===== src/rtl/key_input_conditioner_pkg.sv =====
// Shared definitions for the key input conditioner.
//   - key_state_e : per-key debounce FSM state encoding (2 bits).
//   - cnt_width() : counter width helper, never smaller than 1 bit.
// Optional build feature:
//   KEY_LONG_PRESS_EN - when defined, every key cell also counts how long the
//   key has been held and pulses long_o once per hold after LONG_CYCLES
//   cycles; the pulse also sets the sticky event flag. When undefined the
//   long-press port, counter and flops do not exist.
package key_input_conditioner_pkg;

  typedef enum logic [1:0] {
    KEY_ST_RELEASED     = 2'b00,
    KEY_ST_PRESS_PEND   = 2'b01,
    KEY_ST_PRESSED      = 2'b10,
    KEY_ST_RELEASE_PEND = 2'b11
  } key_state_e;

  // Bits needed to hold 0..n-1, clamped to at least one bit.
  function automatic int unsigned cnt_width(input int unsigned n);
    int unsigned w;
    w = (n > 1) ? $clog2(n) : 1;
    return (w < 1) ? 1 : w;
  endfunction

endpackage


===== src/rtl/key_debounce_cell.sv =====
// One key: 2-flop synchroniser, debounce FSM with counter, registered level
// and one-cycle press/release pulses.
// Ports:
//   clk_i      - system clock
//   rst_i      - synchronous active-high reset
//   key_raw_i  - raw asynchronous key pin
//   key_o      - debounced level, 1 = pressed
//   press_o    - one-cycle pulse on an accepted press
//   release_o  - one-cycle pulse on an accepted release
//   long_o     - one-cycle long-hold pulse (only with KEY_LONG_PRESS_EN)
module key_debounce_cell
  import key_input_conditioner_pkg::*;
#(
  parameter int unsigned DEBOUNCE_CYCLES = 1000000,
  parameter bit          ACTIVE_LOW      = 1'b1
`ifdef KEY_LONG_PRESS_EN
  ,
  parameter int unsigned LONG_CYCLES     = 50000000
`endif
) (
  input  logic clk_i,
  input  logic rst_i,
  input  logic key_raw_i,
  output logic key_o,
  output logic press_o,
  output logic release_o
`ifdef KEY_LONG_PRESS_EN
  ,
  output logic long_o
`endif
);

  localparam int unsigned      CNT_W    = cnt_width(DEBOUNCE_CYCLES);
  localparam logic [CNT_W-1:0] CNT_LAST = CNT_W'(DEBOUNCE_CYCLES - 2);

  logic             sync1_q;
  logic             sync2_q;
  logic             pressed_s;
  key_state_e       state_q;
  key_state_e       state_d;
  logic [CNT_W-1:0] cnt_q;
  logic [CNT_W-1:0] cnt_d;
  logic             key_q;
  logic             key_d;
  logic             press_q;
  logic             press_d;
  logic             release_q;
  logic             release_d;

  // Synchroniser; reset loads the released pin level so no false press.
  always_ff @(posedge clk_i) begin
    if (rst_i) begin
      sync1_q <= ACTIVE_LOW;
      sync2_q <= ACTIVE_LOW;
    end else begin
      sync1_q <= key_raw_i;
      sync2_q <= sync1_q;
    end
  end

  // Normalised sample: 1 means pressed regardless of pin polarity.
  assign pressed_s = sync2_q ^ ACTIVE_LOW;

  // FSM, counter and output registers.
  always_ff @(posedge clk_i) begin
    if (rst_i) begin
      state_q   <= KEY_ST_RELEASED;
      cnt_q     <= '0;
      key_q     <= 1'b0;
      press_q   <= 1'b0;
      release_q <= 1'b0;
    end else begin
      state_q   <= state_d;
      cnt_q     <= cnt_d;
      key_q     <= key_d;
      press_q   <= press_d;
      release_q <= release_d;
    end
  end

  // Next state: a change is accepted only after an unbroken run of samples;
  // the counter stops at CNT_LAST, so it never wraps.
  always_comb begin
    state_d   = state_q;
    cnt_d     = cnt_q;
    key_d     = key_q;
    press_d   = 1'b0;
    release_d = 1'b0;
    case (state_q)
      KEY_ST_RELEASED: begin
        if (pressed_s) begin
          state_d = KEY_ST_PRESS_PEND;
          cnt_d   = '0;
        end
      end
      KEY_ST_PRESS_PEND: begin
        if (!pressed_s) begin
          state_d = KEY_ST_RELEASED;
          cnt_d   = '0;
        end else if (cnt_q == CNT_LAST) begin
          state_d = KEY_ST_PRESSED;
          cnt_d   = '0;
          key_d   = 1'b1;
          press_d = 1'b1;
        end else begin
          cnt_d = cnt_q + CNT_W'(1);
        end
      end
      KEY_ST_PRESSED: begin
        if (!pressed_s) begin
          state_d = KEY_ST_RELEASE_PEND;
          cnt_d   = '0;
        end
      end
      KEY_ST_RELEASE_PEND: begin
        if (pressed_s) begin
          state_d = KEY_ST_PRESSED;
          cnt_d   = '0;
        end else if (cnt_q == CNT_LAST) begin
          state_d   = KEY_ST_RELEASED;
          cnt_d     = '0;
          key_d     = 1'b0;
          release_d = 1'b1;
        end else begin
          cnt_d = cnt_q + CNT_W'(1);
        end
      end
      default: begin
        state_d = KEY_ST_RELEASED;
        cnt_d   = '0;
        key_d   = 1'b0;
      end
    endcase
  end

  assign key_o     = key_q;
  assign press_o   = press_q;
  assign release_o = release_q;

`ifdef KEY_LONG_PRESS_EN
  localparam int unsigned       LCNT_W    = cnt_width(LONG_CYCLES);
  localparam logic [LCNT_W-1:0] LCNT_LAST = LCNT_W'(LONG_CYCLES - 1);

  logic [LCNT_W-1:0] lcnt_q;
  logic [LCNT_W-1:0] lcnt_d;
  logic              long_q;
  logic              long_d;

  // Hold-time counter registers.
  always_ff @(posedge clk_i) begin
    if (rst_i) begin
      lcnt_q <= '0;
      long_q <= 1'b0;
    end else begin
      lcnt_q <= lcnt_d;
      long_q <= long_d;
    end
  end

  // Counts while held, parks at LCNT_LAST so the pulse fires once per hold.
  always_comb begin
    lcnt_d = lcnt_q;
    long_d = 1'b0;
    if (state_d == KEY_ST_RELEASED) begin
      lcnt_d = '0;
    end else if ((state_q == KEY_ST_PRESSED || state_q == KEY_ST_RELEASE_PEND) &&
                 (lcnt_q != LCNT_LAST)) begin
      lcnt_d = lcnt_q + LCNT_W'(1);
      long_d = (lcnt_d == LCNT_LAST);
    end
  end

  assign long_o = long_q;
`endif

endmodule


===== src/rtl/key_input_conditioner.sv =====
// Key/touch front end feeding the SoC GPIO input vector: one debounce cell
// per key plus sticky press-event flags and the interrupt request.
// Optional feature macro: KEY_LONG_PRESS_EN (adds LONG_CYCLES and long_o).
// Ports:
//   clk_i      - system clock
//   rst_i      - synchronous active-high reset
//   key_raw_i  - raw asynchronous key pins
//   key_o      - debounced levels, 1 = pressed (drives gpio_in)
//   press_o    - one-cycle accepted-press pulses
//   release_o  - one-cycle accepted-release pulses
//   evt_o      - sticky press-event flags
//   evt_clr_i  - write-1-to-clear mask for evt_o
//   irq_o      - OR of evt_o
//   long_o     - long-hold pulses (only with KEY_LONG_PRESS_EN)
module key_input_conditioner
  import key_input_conditioner_pkg::*;
#(
  parameter int unsigned NUM_KEYS        = 5,
  parameter int unsigned DEBOUNCE_CYCLES = 1000000,
  parameter bit          ACTIVE_LOW      = 1'b1
`ifdef KEY_LONG_PRESS_EN
  ,
  parameter int unsigned LONG_CYCLES     = 50000000
`endif
) (
  input  logic                clk_i,
  input  logic                rst_i,
  input  logic [NUM_KEYS-1:0] key_raw_i,
  output logic [NUM_KEYS-1:0] key_o,
  output logic [NUM_KEYS-1:0] press_o,
  output logic [NUM_KEYS-1:0] release_o,
  output logic [NUM_KEYS-1:0] evt_o,
  input  logic [NUM_KEYS-1:0] evt_clr_i,
  output logic                irq_o
`ifdef KEY_LONG_PRESS_EN
  ,
  output logic [NUM_KEYS-1:0] long_o
`endif
);

  logic [NUM_KEYS-1:0] evt_q;
  logic [NUM_KEYS-1:0] evt_set;

  for (genvar g = 0; g < NUM_KEYS; g++) begin : g_key
    key_debounce_cell #(
      .DEBOUNCE_CYCLES (DEBOUNCE_CYCLES),
      .ACTIVE_LOW      (ACTIVE_LOW)
`ifdef KEY_LONG_PRESS_EN
      ,
      .LONG_CYCLES     (LONG_CYCLES)
`endif
    ) u_cell (
      .clk_i     (clk_i),
      .rst_i     (rst_i),
      .key_raw_i (key_raw_i[g]),
      .key_o     (key_o[g]),
      .press_o   (press_o[g]),
      .release_o (release_o[g])
`ifdef KEY_LONG_PRESS_EN
      ,
      .long_o    (long_o[g])
`endif
    );
  end

`ifdef KEY_LONG_PRESS_EN
  assign evt_set = press_o | long_o;
`else
  assign evt_set = press_o;
`endif

  // Sticky flags; a set in the same cycle as a clear wins.
  always_ff @(posedge clk_i) begin
    if (rst_i) begin
      evt_q <= '0;
    end else begin
      evt_q <= (evt_q & ~evt_clr_i) | evt_set;
    end
  end

  assign evt_o = evt_q;

  // Reduction of flop outputs only, so the request cannot glitch.
  assign irq_o = |evt_q;

endmodule


===== config.mk =====
export PLATFORM = sky130hd
export DESIGN_NAME = key_input_conditioner
export DESIGN_NICKNAME = d
export VERILOG_FILES = /design/src/rtl/key_input_conditioner_pkg.sv /design/src/rtl/key_debounce_cell.sv /design/src/rtl/key_input_conditioner.sv
export SDC_FILE = /design/constraint.sdc
export NUM_CORES = 1
export LEC_CHECK = 0
export BUFFER_PORTS_ARGS = -buffer_cell sky130_fd_sc_hd__buf_4
export CAP_MARGIN = 20
export CORE_ASPECT_RATIO = 0.6
export CORE_UTILIZATION = 30
export DETAILED_ROUTE_END_ITERATION = 8
export GPL_TIMING_DRIVEN = 1
export PLACE_DENSITY_LB_ADDON = 0.3
export SLEW_MARGIN = 20
export SYNTH_ARGS = -nofsm -noshare
export SYNTH_HDL_FRONTEND = slang
export SYNTH_SLANG_ARGS = --single-unit

===== constraint.sdc =====
create_clock -name clk_i -period 4.6 [get_ports clk_i]
set_clock_uncertainty 0.15 [all_clocks]
set_input_delay 0.23 -clock clk_i [delete_from_list [all_inputs] [get_ports clk_i]]
set_output_delay 0.23 -clock clk_i [all_outputs]
set_load 0.005 [all_outputs]

Yosys cells after proc, flatten, opt, wreduce, memory -nomap -nowiden
Cells that the tools add are included.
- reduce and logical (&&, ||, !) cells: 36
- equality and inequality tests: 60
- bitwise logic cells: 18
- add/sub/neg operators: 5
- mux-type cells: 95
- operator list (cell ; number):
    $mux 20 ; 25
    $pmux 20 s4 ; 5
    $add 20x1->20 const B ; 5
    $eq 20x20->1 const B ; 5
    $mux 2 ; 30
    $ne 2x1->1 const B ; 20
    $pmux 2 s4 ; 5
    $reduce_or 3->1 ; 10
    $mux 1 ; 25
    $reduce_and 5->1 ; 5
    $eq 2x2->1 const B ; 10
    $ne 2x2->1 const B ; 10
    $reduce_and 4->1 ; 5
    $ne 3x1->1 const B ; 5
    $ne 3x3->1 const B ; 5
    $not 1->1 ; 15
    $eq 2x1->1 const B ; 5
    $logic_not 2->1 ; 5
    $pmux 1 s2 ; 5
    $reduce_and 2->1 ; 5
    $reduce_bool 2->1 ; 5
    $and 5x5->5 ; 1
    $not 5->5 ; 1
    $or 5x5->5 ; 1
    $reduce_or 5->1 ; 1
- output and inout port bits: 21
- logic and storage cells: 250
- register bits: 140

Logic depth before layout (Yosys ltp)
- depth after elaboration: 4
- mapped depth: 9

Hierarchy
Synthesis repeated with hierarchy kept, for this count alone.
- cells, all modules: 876
- area, all modules: 7095.6 um^2
- by module, submodules not included (module ; area each (um^2) ; cells an instance ; instances ; sequential area each (um^2)):
    key_debounce_cell at g_key[1].u_cell ... ; 1391.3 ; 174 ; 3 ; 540.5
    key_debounce_cell at g_key[4].u_cell ; 1400.1 ; 167 ; 1 ; 540.5
    key_debounce_cell at g_key[0].u_cell ; 1333.8 ; 164 ; 1 ; 540.5
    key_input_conditioner ; 187.7 ; 23 ; 1 ; 100.1

Least setup slack after synthesis
Ideal clock, no wire load.
- path type: register to register
- start point: register g_key[1].u_cell.cnt_q[1]
- end point: register g_key[1].u_cell.cnt_q[3]
- setup slack: 2.386 ns
- path buffers: 1
- required time: 4.333 ns
- arrival time: 1.948 ns
- setup time: 0.117 ns
- stages on the path, launching flop included: 8
- path through: dfxtp_1 > ha_1 > nand4bb_1 > or4_1 > o21a_1 > buf_2 > a21o_1 > a22o_1
- word-level cells in the longest chain between the ends: 4
- elaborated cells between the ends (all ways): 6
- those cells by class: add/sub (1); eq/ne (1); mux (4)
- RTL lines (what ; RTL line ; text):
    start: declaration ; key_debounce_cell.sv:41 ; logic [CNT_W-1:0] cnt_q;
    start signal: assignment ; key_debounce_cell.sv:74 ; cnt_q <= cnt_d;
    $add 20x1->20 / $eq 20x20->1 (equally long branches) ; -- ;
    $mux 20 * ; key_debounce_cell.sv:100, key_debounce_cell.sv:119 ;
    $mux 20 (on tied branches) ; key_debounce_cell.sv:116, key_debounce_cell.sv:97 ;
    $pmux 20 s4 * ; key_debounce_cell.sv:89 ; case (state_q)
Mark *: on every way between the ends. The rest lies on a longest branch, timed or not.
A chain may end at the register's enable or synchronous reset.

Final worst setup path
- start point: register g_key[1].u_cell.cnt_q[1]
- end point: register g_key[1].u_cell.cnt_q[8]
The elaborated chain is that of the path after synthesis.

==> metrics.cfg <==
[critical_path]
path_cells = ha_1 -> nand4bb_1 -> or4_1 -> o21a_1 -> and3_1 -> a221o_1
critical_path.max_fanout = 24
start_kind = flip-flop
path_class = reg2reg
r2r_slack_ns = 1.91
cp.required_ns = 4.76
max_stage_delay_ns = 0.59
crit_slowest_cell = or4_1
cp-startpoint = g_key[1].u_cell.cnt_q[1]
critPathCaptureType = flip-flop
path_depth = 6
timing.rr.end = g_key[1].u_cell.cnt_q[8]
critical_path_arrival_ns = 2.85
crit_buf_inv = 0
rr_worst_depth = 6
cp-endpoint = g_key[1].u_cell.cnt_q[8]
r2r-start = g_key[1].u_cell.cnt_q[1]
path_delay_family = simple AND/OR/NAND/NOR gates

[clock_tree]
root_buffer = clkbuf_16
cts_setup_buffers = 0
postCtsResizedCells = 0
numCtsBuffers = 17
clockBufferDepth = 2
path_clk_slew_ns = 0.06
hold_buffers = 9
htreeDepth = 4
cts_tree = done
clk_latency_ns = 0.42
numClockSinks = 140

[floorplanning]
start_util = 0.306
dieArea_um2 = 24100
rows = 43
io_pins = 33
die_y_um = 121
die-width_um = 200
core_area_um2 = 23100

[logic_synthesis]
ys_seq_area_frac = 0.397
syn-num-nets = 872
yosysTopAreaCell = dfxtp_1
synthDistinctLibCells = 69
synth.avg_cell_area_um2 = 8.30
yosysTopAreaCellShare = 0.397
synthCells = 850
synthAdderAreaFrac = 0.0177
ys.flop_type = dfxtp_1
synth_xor_area_frac = 0.0174
syn_area_um2 = 7050
synth-simple-area-share = 0.294
synthTopCellsByArea = dfxtp_1, a31oi_1, a21oi_1, nand2_1, nand3_1
synth_top_family_by_area = simple AND/OR/NAND/NOR gates
synth_edf_count = 0
async_reset_ff_frac = 0
synthTopCellsByCount = dfxtp_1, nand2_1, nor2_1
ys_warn_count = 0
post-synth-top-count-cell = dfxtp_1
ys_seq_elements = 140
synth_compound_area_frac = 0.205
muxShareOfSynthArea = 0.0103

[global_route]
grt_max_degree = 84
grt_pass1_vias = 5121
antenna_found_initial = 0
grt_overflow = 0
grt_usage = 0.144
grt_pass1_wl_mm = 27.5

[drt]
routed_wl_mm = 17.0
detail_route.wl_per_cell_um = 14.4
vias = 6229
drt_iter0_drc = 474
postRouteAntennaNets = 0
drcViolationCount = 0
dr.pass1.iters = 4
viasPerCell = 5.27

[sta]
finalSetupTns_ns = 0
fin_crit_sh = 0.586
holdWs_ns = 0.0314
max-slew-margin-rel = 0.321
final_max_slew_viol_count = 0
hold_viol_final = 0
worst_pin_slew_ns = 1.02
finalCriticalPeriod_ns = 2.69
clock.fmax_mhz = 371
setup_viol = 0
rsz0062_at_grt = no

[job]
cap_violations = 0

[power]
finalPower_mw = 2.79
peakVddDrop_v = 0.000268
p_leak_nw = 2.79
powerDensity_nw_per_um2 = 344

[placed_design]
placed_cell_area_um2 = 7410
gp_congestion = 0.813
portBuffers = 32
dpl.hpwl_mm = 11.7

[final_layout]
final_area_um2 = 8130
nets = 878
drive_above_1_share = 0.113
area_delta_synth_final_pct = 15.2
antenna_cells = 0

[outcome]
status = complete, no violations

[worst_hold_path]
min_path_type = in2reg

## flip-flops by register name (all words and copies together), names as in the netlist, named ones only
register	flops
g_key.u_cell.cnt_q	100
evt_o	5
g_key.u_cell.key_o	5
g_key.u_cell.press_o	5
g_key.u_cell.release_o	5
g_key.u_cell.state_q	5
g_key.u_cell.sync1_q	5
g_key.u_cell.sync2_q	5
## worst min path at each step
stage	startpoint	end	slack [ns]	cells after the start
global route	evt_clr_i[0]	evt_o[0]	0.03	4
detailed placement	g_key[4].u_cell.sync1_q	g_key[4].u_cell.sync2_q	0.24	1
finish	evt_clr_i[0]	evt_o[0]	0.03	4
global placement	g_key[4].u_cell.sync1_q	g_key[4].u_cell.sync2_q	0.24	1
floorplan	key_raw_i[0]	g_key[0].u_cell.sync1_q	0.18	1
CTS	evt_clr_i[0]	evt_o[0]	0.02	4
## worst register-to-register path, cell delays in order (launching register included)
cell,delay (ns)
dfxtp_1,0.45
ha_1,0.20
nand4bb_1,0.12
or4_1,0.59
o21a_1,0.50
and3_1,0.32
a221o_1,0.25
## report_power, final
| group | internal (mW) | switching (mW) |
|---|---|---|
| clock network | 0.915 | 0.526 |
| registers | 1.23 | 0.0156 |
| logic | 0.0453 | 0.0649 |
## cell type report
class,count,area [um^2]
fill,2352,15000
multi-input combinational,626,3860
sequential,140,2800
clock buffer,19,443
tap,315,394
timing repair buffer,45,360
clock inverter,12,171
inverter,26,97.6
## routing by layer
metal  GRT usage  wire (um)
met4      0.0458        173
met5           0          0
met2       0.179       6380
met3      0.0338        651
met1       0.232       9810
## stage by stage
step | instances | worst slack [ns] | utilization
after CTS | 1183 | 1.92 | 0.351
after global placement | 1143 | 2.01 | 0.321
final | 1183 | 1.91 | 0.352
after detailed placement | 1143 | 1.95 | 0.321
after floorplan | 850 | 2.39 | -
after global routing | 1183 | 1.73 | 0.352
## kinds of logic (layout without fill, tap and decap cells)
logic type | count (synthesis) | in the layout
xor+xnor | 14 | 14
compound gates | 217 | 217
fa+ha+maj | 10 | 10
simple gates | 378 | 378
buf+inv | 84 | 102
flops | 140 | 140
mux | 7 | 7
## layout by cell type (no fill, tap or decap), types with 4 or more instances in the layout
| cell type | count |
|---|---|
| dlygate4sd3_1 | 9 |
| bufinv_16 | 4 |
| a22o_1 | 11 |
| mux2i_1 | 5 |
| a221o_1 | 5 |
| a31oi_1 | 50 |
| nand2_1 | 75 |
| dfxtp_1 | 140 |
| a211oi_1 | 4 |
| a41oi_1 | 12 |
| a2bb2oi_1 | 4 |
| and3_1 | 18 |
| a21o_1 | 12 |
| or4_1 | 8 |
| nand3b_1 | 5 |
| clkbuf_16 | 17 |
| clkinv_2 | 4 |
| or2_2 | 13 |
| and2_1 | 5 |
| a211o_1 | 5 |
| nor2_1 | 61 |
| nand2b_1 | 17 |
| or3_1 | 8 |
| nor4_1 | 21 |
| and4_1 | 9 |
| nand4_1 | 28 |
| a21oi_1 | 58 |
| nor2b_1 | 5 |
| xnor2_1 | 11 |
| inv_1 | 26 |
| ha_1 | 10 |
| nor3_1 | 27 |
| nand3_1 | 53 |
| buf_4 | 36 |
| o21ai_0 | 24 |
No activity file was read; power rests on OpenSTA's default activity.
